File: config.mk
export PLATFORM = sky130hd
export DESIGN_NAME = dcache_trans_req
export DESIGN_NICKNAME = d
export VERILOG_FILES = /design/src/rtl/dcache_trans_req.sv
export SDC_FILE = /design/constraint.sdc
export NUM_CORES = 1
export LEC_CHECK = 0
export ABC_AREA = 1
export CAP_MARGIN = 15
export CORE_MARGIN = 2
export CORE_UTILIZATION = 42
export CTS_BUF_LIST = sky130_fd_sc_hd__clkbuf_4 sky130_fd_sc_hd__clkbuf_8
export CTS_CLUSTER_DIAMETER = 40
export DETAILED_ROUTE_END_ITERATION = 10
export PLACE_DENSITY_LB_ADDON = 0.08
export SLEW_MARGIN = 20
export SYNTH_ARGS = -nofsm -noshare
export SYNTH_HDL_FRONTEND = slang
export SYNTH_SLANG_ARGS = --single-unit
File: constraint.sdc
create_clock -name clk -period 2.1 [get_ports clk]
set_input_delay 0.21 -clock clk [delete_from_list [all_inputs] [get_ports clk]]
set_output_delay 0.21 -clock clk [all_outputs]
set_load 0.02 [all_outputs]
File: src/rtl/dcache_trans_req.sv
// Requester side of the dcache address-translation interface: accepts one load/store,
// checks alignment, fetches the physical address and presents the result with valid/ready.
module dcache_trans_req #(
    parameter int unsigned TRANS_LATENCY = 1
) (
    input  logic        clk,
    input  logic        rst_n,
    input  logic        flush,
    input  logic        req_valid,
    output logic        req_ready,
    input  logic [31:0] req_vaddr,
    input  logic [1:0]  req_size,
    input  logic        req_wen,
    input  logic [3:0]  req_wstrb,
    input  logic [31:0] req_wdata,
    output logic        data_fetch,
    output logic [31:0] data_vaddr,
    input  logic [31:0] ret_data_paddr,
    output logic        out_valid,
    input  logic        out_ready,
    output logic [31:0] out_vaddr,
    output logic [31:0] out_paddr,
    output logic        out_ale,
    output logic        out_wen,
    output logic [3:0]  out_wstrb,
    output logic [31:0] out_wdata
);

    typedef enum logic [1:0] {
        S_IDLE,
        S_FETCH,
        S_WAIT,
        S_OUT
    } state_t;

    localparam logic [2:0] LAT = 3'(TRANS_LATENCY);

    state_t     state;
    state_t     state_nxt;
    logic [2:0] wait_cnt;
    logic       accept;
    logic       ale;
    logic       capture;

    assign req_ready = (state == S_IDLE) && !flush && rst_n;
    assign accept    = req_valid && req_ready;

    // Sizes 2 and 3 both mean word, so size[1] alone selects the word rule.
    assign ale = ((req_size == 2'd1) && req_vaddr[0]) ||
                 (req_size[1] && (req_vaddr[1:0] != 2'b00));

    assign capture = (state == S_WAIT) && (wait_cnt == 3'd1) && !flush;

    // NOTE: every signal written here gets a default first so no latch is inferred.
    always_comb begin
        state_nxt = state;
        if (flush) begin
            state_nxt = S_IDLE;
        end else begin
            case (state)
                S_IDLE:  if (accept) state_nxt = ale ? S_OUT : S_FETCH;
                S_FETCH: state_nxt = S_WAIT;
                S_WAIT:  if (wait_cnt == 3'd1) state_nxt = S_OUT;
                S_OUT:   if (out_ready) state_nxt = S_IDLE;
                default: state_nxt = S_IDLE;
            endcase
        end
    end

    // NOTE: sequential state uses non-blocking assignments so every register samples pre-edge values.
    always_ff @(posedge clk) begin
        if (!rst_n) begin
            state <= S_IDLE;
        end else begin
            state <= state_nxt;
        end
    end

    always_ff @(posedge clk) begin
        if (!rst_n) begin
            wait_cnt   <= 3'd0;
            data_fetch <= 1'b0;
            data_vaddr <= 32'd0;
            out_valid  <= 1'b0;
            out_vaddr  <= 32'd0;
            out_paddr  <= 32'd0;
            out_ale    <= 1'b0;
            out_wen    <= 1'b0;
            out_wstrb  <= 4'd0;
            out_wdata  <= 32'd0;
        end else begin
            data_fetch <= accept && !ale;
            out_valid  <= (state_nxt == S_OUT);

            if (flush) begin
                wait_cnt <= 3'd0;
            end else if (state == S_FETCH) begin
                wait_cnt <= LAT;
            end else if (state == S_WAIT) begin
                wait_cnt <= wait_cnt - 3'd1;
            end

            if (accept) begin
                if (!ale) begin
                    data_vaddr <= req_vaddr;
                end
                out_vaddr <= req_vaddr;
                out_paddr <= 32'd0;
                out_ale   <= ale;
                out_wen   <= req_wen;
                out_wstrb <= req_wstrb;
                out_wdata <= req_wdata;
            end else if (capture) begin
                out_paddr <= ret_data_paddr;
            end
        end
    end

endmodule
==> impl_metrics.env, run 1 <==
export IMPL_status="finished, final reports clean"
export IMPL_die_y_um=113
export IMPL_synth_nets=756
export IMPL_antenna_left=0
export IMPL_pin_count=245
export IMPL_reg2regPathDepth=7
export IMPL_grt_pass1_wl_um=23500
export IMPL_cts_buffer_depth=2
export IMPL_synthMuxAreaShare=0
export IMPL_core_area_um2=11600
export IMPL_reg2reg_slack_ns=0.34
export IMPL_yosysTopAreaCell="dfxtp_1"
export IMPL_synth_avg_cell_area_um2=7.84
export IMPL_synth_area_leaders="dfxtp_1 (56%), nand2_1 (19%), a21oi_1 (10%)"
export IMPL_routed_wl_um=14700
export IMPL_multi_input_area_um2=1970
export IMPL_fmax_mhz=525
export IMPL_crit_start="state[0]"
export IMPL_hold_viol_final=0
export IMPL_fin_crit_sh=0.907
export IMPL_synthAdderAreaFrac=0.0174
export IMPL_fin_area_um2=8010
export IMPL_synth_compound_area_share=0.140
export IMPL_synth_cell_types=23
export IMPL_n_antenna_cell=0
export IMPL_worst_pin_slew_ns=0.382
export IMPL_cp_arrival_ns=1.69
export IMPL_crit_fanout=5
export IMPL_rows=39
export IMPL_min_path_type="primary input to flop"
export IMPL_gp_congestion=0.878
export IMPL_die_width_um=113
export IMPL_reg2reg_to="out_wdata[12]"
export IMPL_vias_per_cell=4.86
export IMPL_path_class="flop to output port"
export IMPL_place_area_um2=7620
export IMPL_relSlewSlack=0.746
export IMPL_cp_end_kind="output port"
export IMPL_required_ns=1.89
export IMPL_cts_sinks=141
export IMPL_synth_top_cell_area_share=0.562
export IMPL_io_buffers=244
export IMPL_p_leak_uw=0.00306
export IMPL_fillers=969
export IMPL_yosys_area_share_simple=0.235
export IMPL_area_growth_pct=59.3
export IMPL_synth_xor_area_frac=0
export IMPL_setup_viol=0
export IMPL_grt_max_degree=38
export IMPL_vdd_ir_drop_max_mv=0.394
export IMPL_skew_ns=0.0106
export IMPL_seqCellArea_um2=2820
export IMPL_tritoncts="done"
export IMPL_timing_setup_tns_ns=0
export IMPL_endpoint="req_ready"
export IMPL_drcViolationCount=0
export IMPL_clk_pin_slew_ns=0.08
export IMPL_maxCapViolCount=0
export IMPL_first_iter_violations=311
export IMPL_vias=5035
export IMPL_drive_above_1_share=0.0638
export IMPL_startpoint_type="flop"
export IMPL_track_usage=0.229
export IMPL_report_final_slew_viol_count=0
export IMPL_clock_latency_ns=0.43
export IMPL_routedWlPerCell_um=14.2
export IMPL_synth_top_family_by_area="simple AND/OR/NAND/NOR gates"
export IMPL_dp_hpwl_um=10600
export IMPL_grt_pass1_vias=4866
export IMPL_seq_area_frac_synth=0.562
export IMPL_synth_seq_cells=141
export IMPL_syn_area_um2=5030
export IMPL_drtPass1Iterations=4
export IMPL_gr_total_overflow=0
export IMPL_netlist_instances=641
export IMPL_cellPowerDensity_nw_per_um2=701
export IMPL_initial_core_util=0.435
export IMPL_nNetsFinal=996
export IMPL_htree_levels=4
export IMPL_antenna_found_initial=0
export IMPL_dieArea_um2=12900
export IMPL_cts_root_buf="clkbuf_8"
export IMPL_rsz0062_at_grt="no"
export IMPL_cts_buffers_inserted=17
export IMPL_layout_min_cycle_time_ns=1.90
export IMPL_r2r_start="state[0]"
export IMPL_ys_warn_count=0
export IMPL_postCtsSetupBuffers=0
[metrics by stage]
step | std cells | power [µW] | utilization | setup WS, ns | hold WS, ns
after CTS | 1036 | 5670 | 0.693 | 0.156 | 0.304
after detailed placement | 1005 | 3560 | 0.659 | 0.165 | 0.433
after global placement | 1005 | 3550 | 0.659 | 0.249 | 0.427
after global routing | 1036 | 5870 | 0.693 | 0.0635 | 0.312
final | 1036 | 5610 | 0.693 | 0.195 | 0.329
after floorplan | 641 | 3130 | - | 0.596 | 0.320
[Yosys cell counts]
cell type,number
nand3_2,1
o21ai_1,4
nor3_1,1
nor2_4,3
inv_2,2
o21a_1,1
buf_4,3
nand4_4,1
a21oi_1,103
dfxtp_1,141
ha_1,7
a31oi_1,1
nor2_1,36
clkbuf_1,23
and3_1,1
o21ai_0,31
buf_2,12
buf_1,1
inv_1,14
nor2_2,2
nand2_1,250
nor4_1,1
nand3_1,2
[power by group]
| part | internal (µW) | leakage [µW] | total (µW) | switching (µW) |
|---|---|---|---|---|
| Combinational | 374 | 0.00172 | 710 | 336 |
| Sequential | 2750 | 0.00114 | 2790 | 39.1 |
| Clock | 1120 | 0.000190 | 2110 | 997 |
[flip-flops by register name, summed over array words and instances, names as in the netlist]
signal      count
out_wen         1
data_vaddr     32
data_fetch      1
out_ale         1
state           2
out_vaddr      32
wait_cnt        3
out_wdata      32
out_wstrb       4
out_valid       1
out_paddr      32
[cell usage in the layout (no fill, tap or decap), types with 3 or more instances in the layout]
master,synthesis,final
nor2_1,36,36
o21ai_1,4,4
nor2_4,3,3
ha_1,7,6
dfxtp_1,141,141
o21ai_0,31,31
clkbuf_8,0,19
clkinvlp_4,0,4
clkinv_2,0,4
buf_4,3,14
clkdlybuf4s50_1,0,243
inv_1,14,14
nand2_1,250,250
a21oi_1,103,103
[area by class of cell]
class                           instances  share of cell area
Sequential cell                       141               0.352
Timing Repair Buffer                  260               0.323
Multi-Input combinational cell        445               0.246
Clock buffer                           20              0.0336
Tap cell                              143              0.0223
Clock inverter                         11              0.0148
Inverter                               16             0.00750
[critical path, stage by stage, from the launching register on]
cell and delay (ns):
dfxtp_1 0.34, inv_1 0.15, ha_2 0.26, nand3_2 0.12, inv_1 0.07, dlygate4sd2_1 0.33
[what timing repair did]
action,in CTS,in global routing
endpoints found under the setup margin,1,0
resized for setup,2,0
hold buffers,0,0
[worst min-delay path by stage]
stage	startpoint	endpoint	slack, ns	depth (start not counted)
final	req_wdata[30]	out_wdata[30]	0.33	3
after global placement	data_vaddr[4]	data_vaddr[4]	0.43	2
after global routing	req_wdata[26]	out_wdata[26]	0.31	3
after CTS	req_wdata[30]	out_wdata[30]	0.30	3
after floorplan	req_vaddr[10]	data_vaddr[10]	0.32	2
after detailed placement	data_vaddr[18]	data_vaddr[18]	0.43	2
[routing by layer]
metal,up-vias,global-route usage,part of all wire
li1,2518,-,-
met1,2273,0.273,0.41
met2,212,0.374,0.47
met3,32,0.0808,0.084
met4,0,0.101,0.030
met5,-,0,0
[logic make-up after synthesis]
logic type                 after synthesis
and+or+nand+nor                        298
DFF                                    141
buffers and inverters                   55
AOI/OAI and AO/OA                      140
adders and majority gates                7
Power figures use the tool's default switching activity.
==> run 2, diff against run 1 <==
--- a/config.mk
+++ b/config.mk
@@ -12,6 +12,7 @@
 export CTS_BUF_LIST = sky130_fd_sc_hd__clkbuf_4 sky130_fd_sc_hd__clkbuf_8
 export CTS_CLUSTER_DIAMETER = 40
 export DETAILED_ROUTE_END_ITERATION = 10
+export GPL_TIMING_DRIVEN = 0
 export PLACE_DENSITY_LB_ADDON = 0.08
 export SLEW_MARGIN = 20
 export SYNTH_ARGS = -nofsm -noshare
==> run 2 against run 1 <==
Die area unchanged. Maximum frequency decreased by 3.4%. Setup slack got worse by 0.067 ns.
==> impl_metrics.env, run 2 (same netlist as run 1, synthesis figures left out) <==
export IMPL_io_buffers=244
export IMPL_antenna_left=0
export IMPL_die_y_um=113
export IMPL_gr_total_overflow=0
export IMPL_final_cells=1054
export IMPL_most_common_layout_cells="nand2_1 (250), clkdlybuf4s50_1 (243), dfxtp_1 (141), a21oi_1 (103), nor2_1 (36)"
export IMPL_critPathMostFrequentCell="inv_1"
export IMPL_drcViolationCount=0
export IMPL_pre_cts_slack_ns=0.220
export IMPL_rows=39
export IMPL_relSlewSlack=0.692
export IMPL_initial_core_util=0.435
export IMPL_n_antenna_cell=0
export IMPL_crit_start="state[0]"
export IMPL_postCtsSetupBuffers=0
export IMPL_die_width_um=113
export IMPL_drtPass1Iterations=5
export IMPL_p_leak_uw=0.00305
export IMPL_skew_ns=0.0127
export IMPL_cts_root_buf="clkbuf_8"
export IMPL_cellPowerDensity_nw_per_um2=663
export IMPL_cp_arrival_ns=1.76
export IMPL_grt_max_degree=17
export IMPL_required_ns=1.89
export IMPL_track_usage=0.227
export IMPL_p_int_uw=3990
export IMPL_multi_input_area_um2=1980
export IMPL_report_final_slew_viol_count=0
export IMPL_cts_buffer_depth=2
export IMPL_tritoncts="done"
export IMPL_dieArea_um2=12900
export IMPL_setup_viol=0
export IMPL_grt_pass1_vias=4837
export IMPL_critPathSlowestCell="dlygate4sd2_1"
export IMPL_hold_buffers=0
export IMPL_p_clk_frac=0.338
export IMPL_rsz0062_at_grt="no"
export IMPL_fin_crit_sh=0.939
export IMPL_reg2regPathDepth=8
export IMPL_p_sw_uw=1290
export IMPL_timing_setup_tns_ns=0
export IMPL_min_path_type="primary input to flop"
export IMPL_vias=5039
export IMPL_first_iter_violations=225
export IMPL_r2r_start="state[0]"
export IMPL_hold_viol_final=0
export IMPL_endpoint="req_ready"
export IMPL_cp_cell_sequence="inv_1 > ha_1 > nand3_2 > inv_1 > dlygate4sd2_1"
export IMPL_fin_ws_ns=0.128
export IMPL_path_class="flop to output port"
export IMPL_clk_pin_slew_ns=0.07
export IMPL_antenna_found_initial=0
export IMPL_status="finished, final reports clean"
export IMPL_maxCapViolCount=0
export IMPL_vias_per_cell=4.78
export IMPL_cts_buffers_inserted=17
export IMPL_final_common_cell="nand2_1"
export IMPL_worst_pin_slew_ns=0.462
export IMPL_layout_min_cycle_time_ns=1.97
export IMPL_htree_levels=4
export IMPL_routedWlPerCell_um=13.9
export IMPL_grt_pass1_wl_um=23100
export IMPL_fillers=1002
export IMPL_routed_wl_um=14600
export IMPL_fmax_mhz=507
export IMPL_placed_cells=1028
export IMPL_reg2reg_slack_ns=0.26
export IMPL_dp_hpwl_um=11200
export IMPL_cp_end_kind="output port"
export IMPL_gp_congestion=0.779
export IMPL_p_seq_frac=0.529
export IMPL_startpoint_type="flop"
export IMPL_clock_latency_ns=0.44
export IMPL_cts_sinks=141
export IMPL_seqCellArea_um2=2820
export IMPL_p_sw_frac=0.244
export IMPL_whs_path_depth=3
export IMPL_critPathMaxStageDelay_ns=0.35
export IMPL_crit_fanout=5
export IMPL_combinationalPowerShare=0.134
export IMPL_reg2reg_to="out_paddr[5]"
export IMPL_core_area_um2=11600
export IMPL_vdd_ir_drop_max_mv=0.391
export IMPL_area_growth_pct=58.3
export IMPL_pin_count=245
export IMPL_nNetsFinal=1019
export IMPL_drive_above_1_share=0.0549
## run 2: per-stage QoR
| step | hold slack, ns | instance area (µm²) | util | total power (µW) |
|---|---|---|---|---|
| 6_report | 0.323 | 7960 | 0.688 | 5270 |
| 3_5_place_dp | 0.432 | 7650 | 0.661 | 3560 |
| 5_1_grt | 0.310 | 7960 | 0.688 | 5510 |
| 4_1_cts | 0.298 | 7950 | 0.687 | 5320 |
| 2_1_floorplan | 0.320 | 5030 | - | 3130 |
| 3_3_place_gp | 0.426 | 7650 | 0.661 | 3540 |
## run 2: layout make-up
| cell class | count | area share |
|---|---|---|
| plain buffers | 39 | 0.0217 |
| repair buffers | 244 | 0.307 |
| clock buffers | 22 | 0.0357 |
| well taps | 143 | 0.0225 |
| flip-flops and latches | 141 | 0.355 |
| multi-input cells | 445 | 0.248 |
| clock inverters | 4 | 0.00252 |
| inverters | 16 | 0.00755 |
## run 2: power groups by stage
stage / logic (µW) / registers (µW) / clock network (µW)
2_1_floorplan: 200 / 2930 / 0
3_3_place_gp: 697 / 2840 / 0
3_5_place_dp: 708 / 2850 / 0
4_1_cts: 710 / 2790 / 1820
5_1_grt: 762 / 2790 / 1960
6_report: 705 / 2790 / 1780
## run 2: worst max-delay path, delay by kind of cell (launching register included)
family	cells	cell delay, ns
buffers and inverters	3	0.58
adders and majority gates	1	0.27
and+or+nand+nor	1	0.13
DFF	1	0.34
## run 2: repair_timing
action                     in CTS  in global routing
setup endpoints to repair       1                 10
gates cloned                    0                  0
gates resized for setup         1                  1
## run 2: metal layers
metal | wire length [µm] | share of wire | track usage
met2 | 7130 | 0.49 | 0.384
met5 | 0 | 0 | 0
met4 | 407 | 0.028 | 0.108
met1 | 5820 | 0.40 | 0.253
met3 | 1270 | 0.087 | 0.0845
## run 2: worst min-delay path by stage
| stage | startpoint | end |
|---|---|---|
| global placement | data_vaddr[21] | data_vaddr[21] |
| CTS | req_wdata[1] | out_wdata[1] |
| floorplan | req_vaddr[10] | data_vaddr[10] |
| global route | req_wdata[9] | out_wdata[9] |
| detailed placement | data_vaddr[5] | data_vaddr[5] |
| finish | req_wdata[9] | out_wdata[9] |
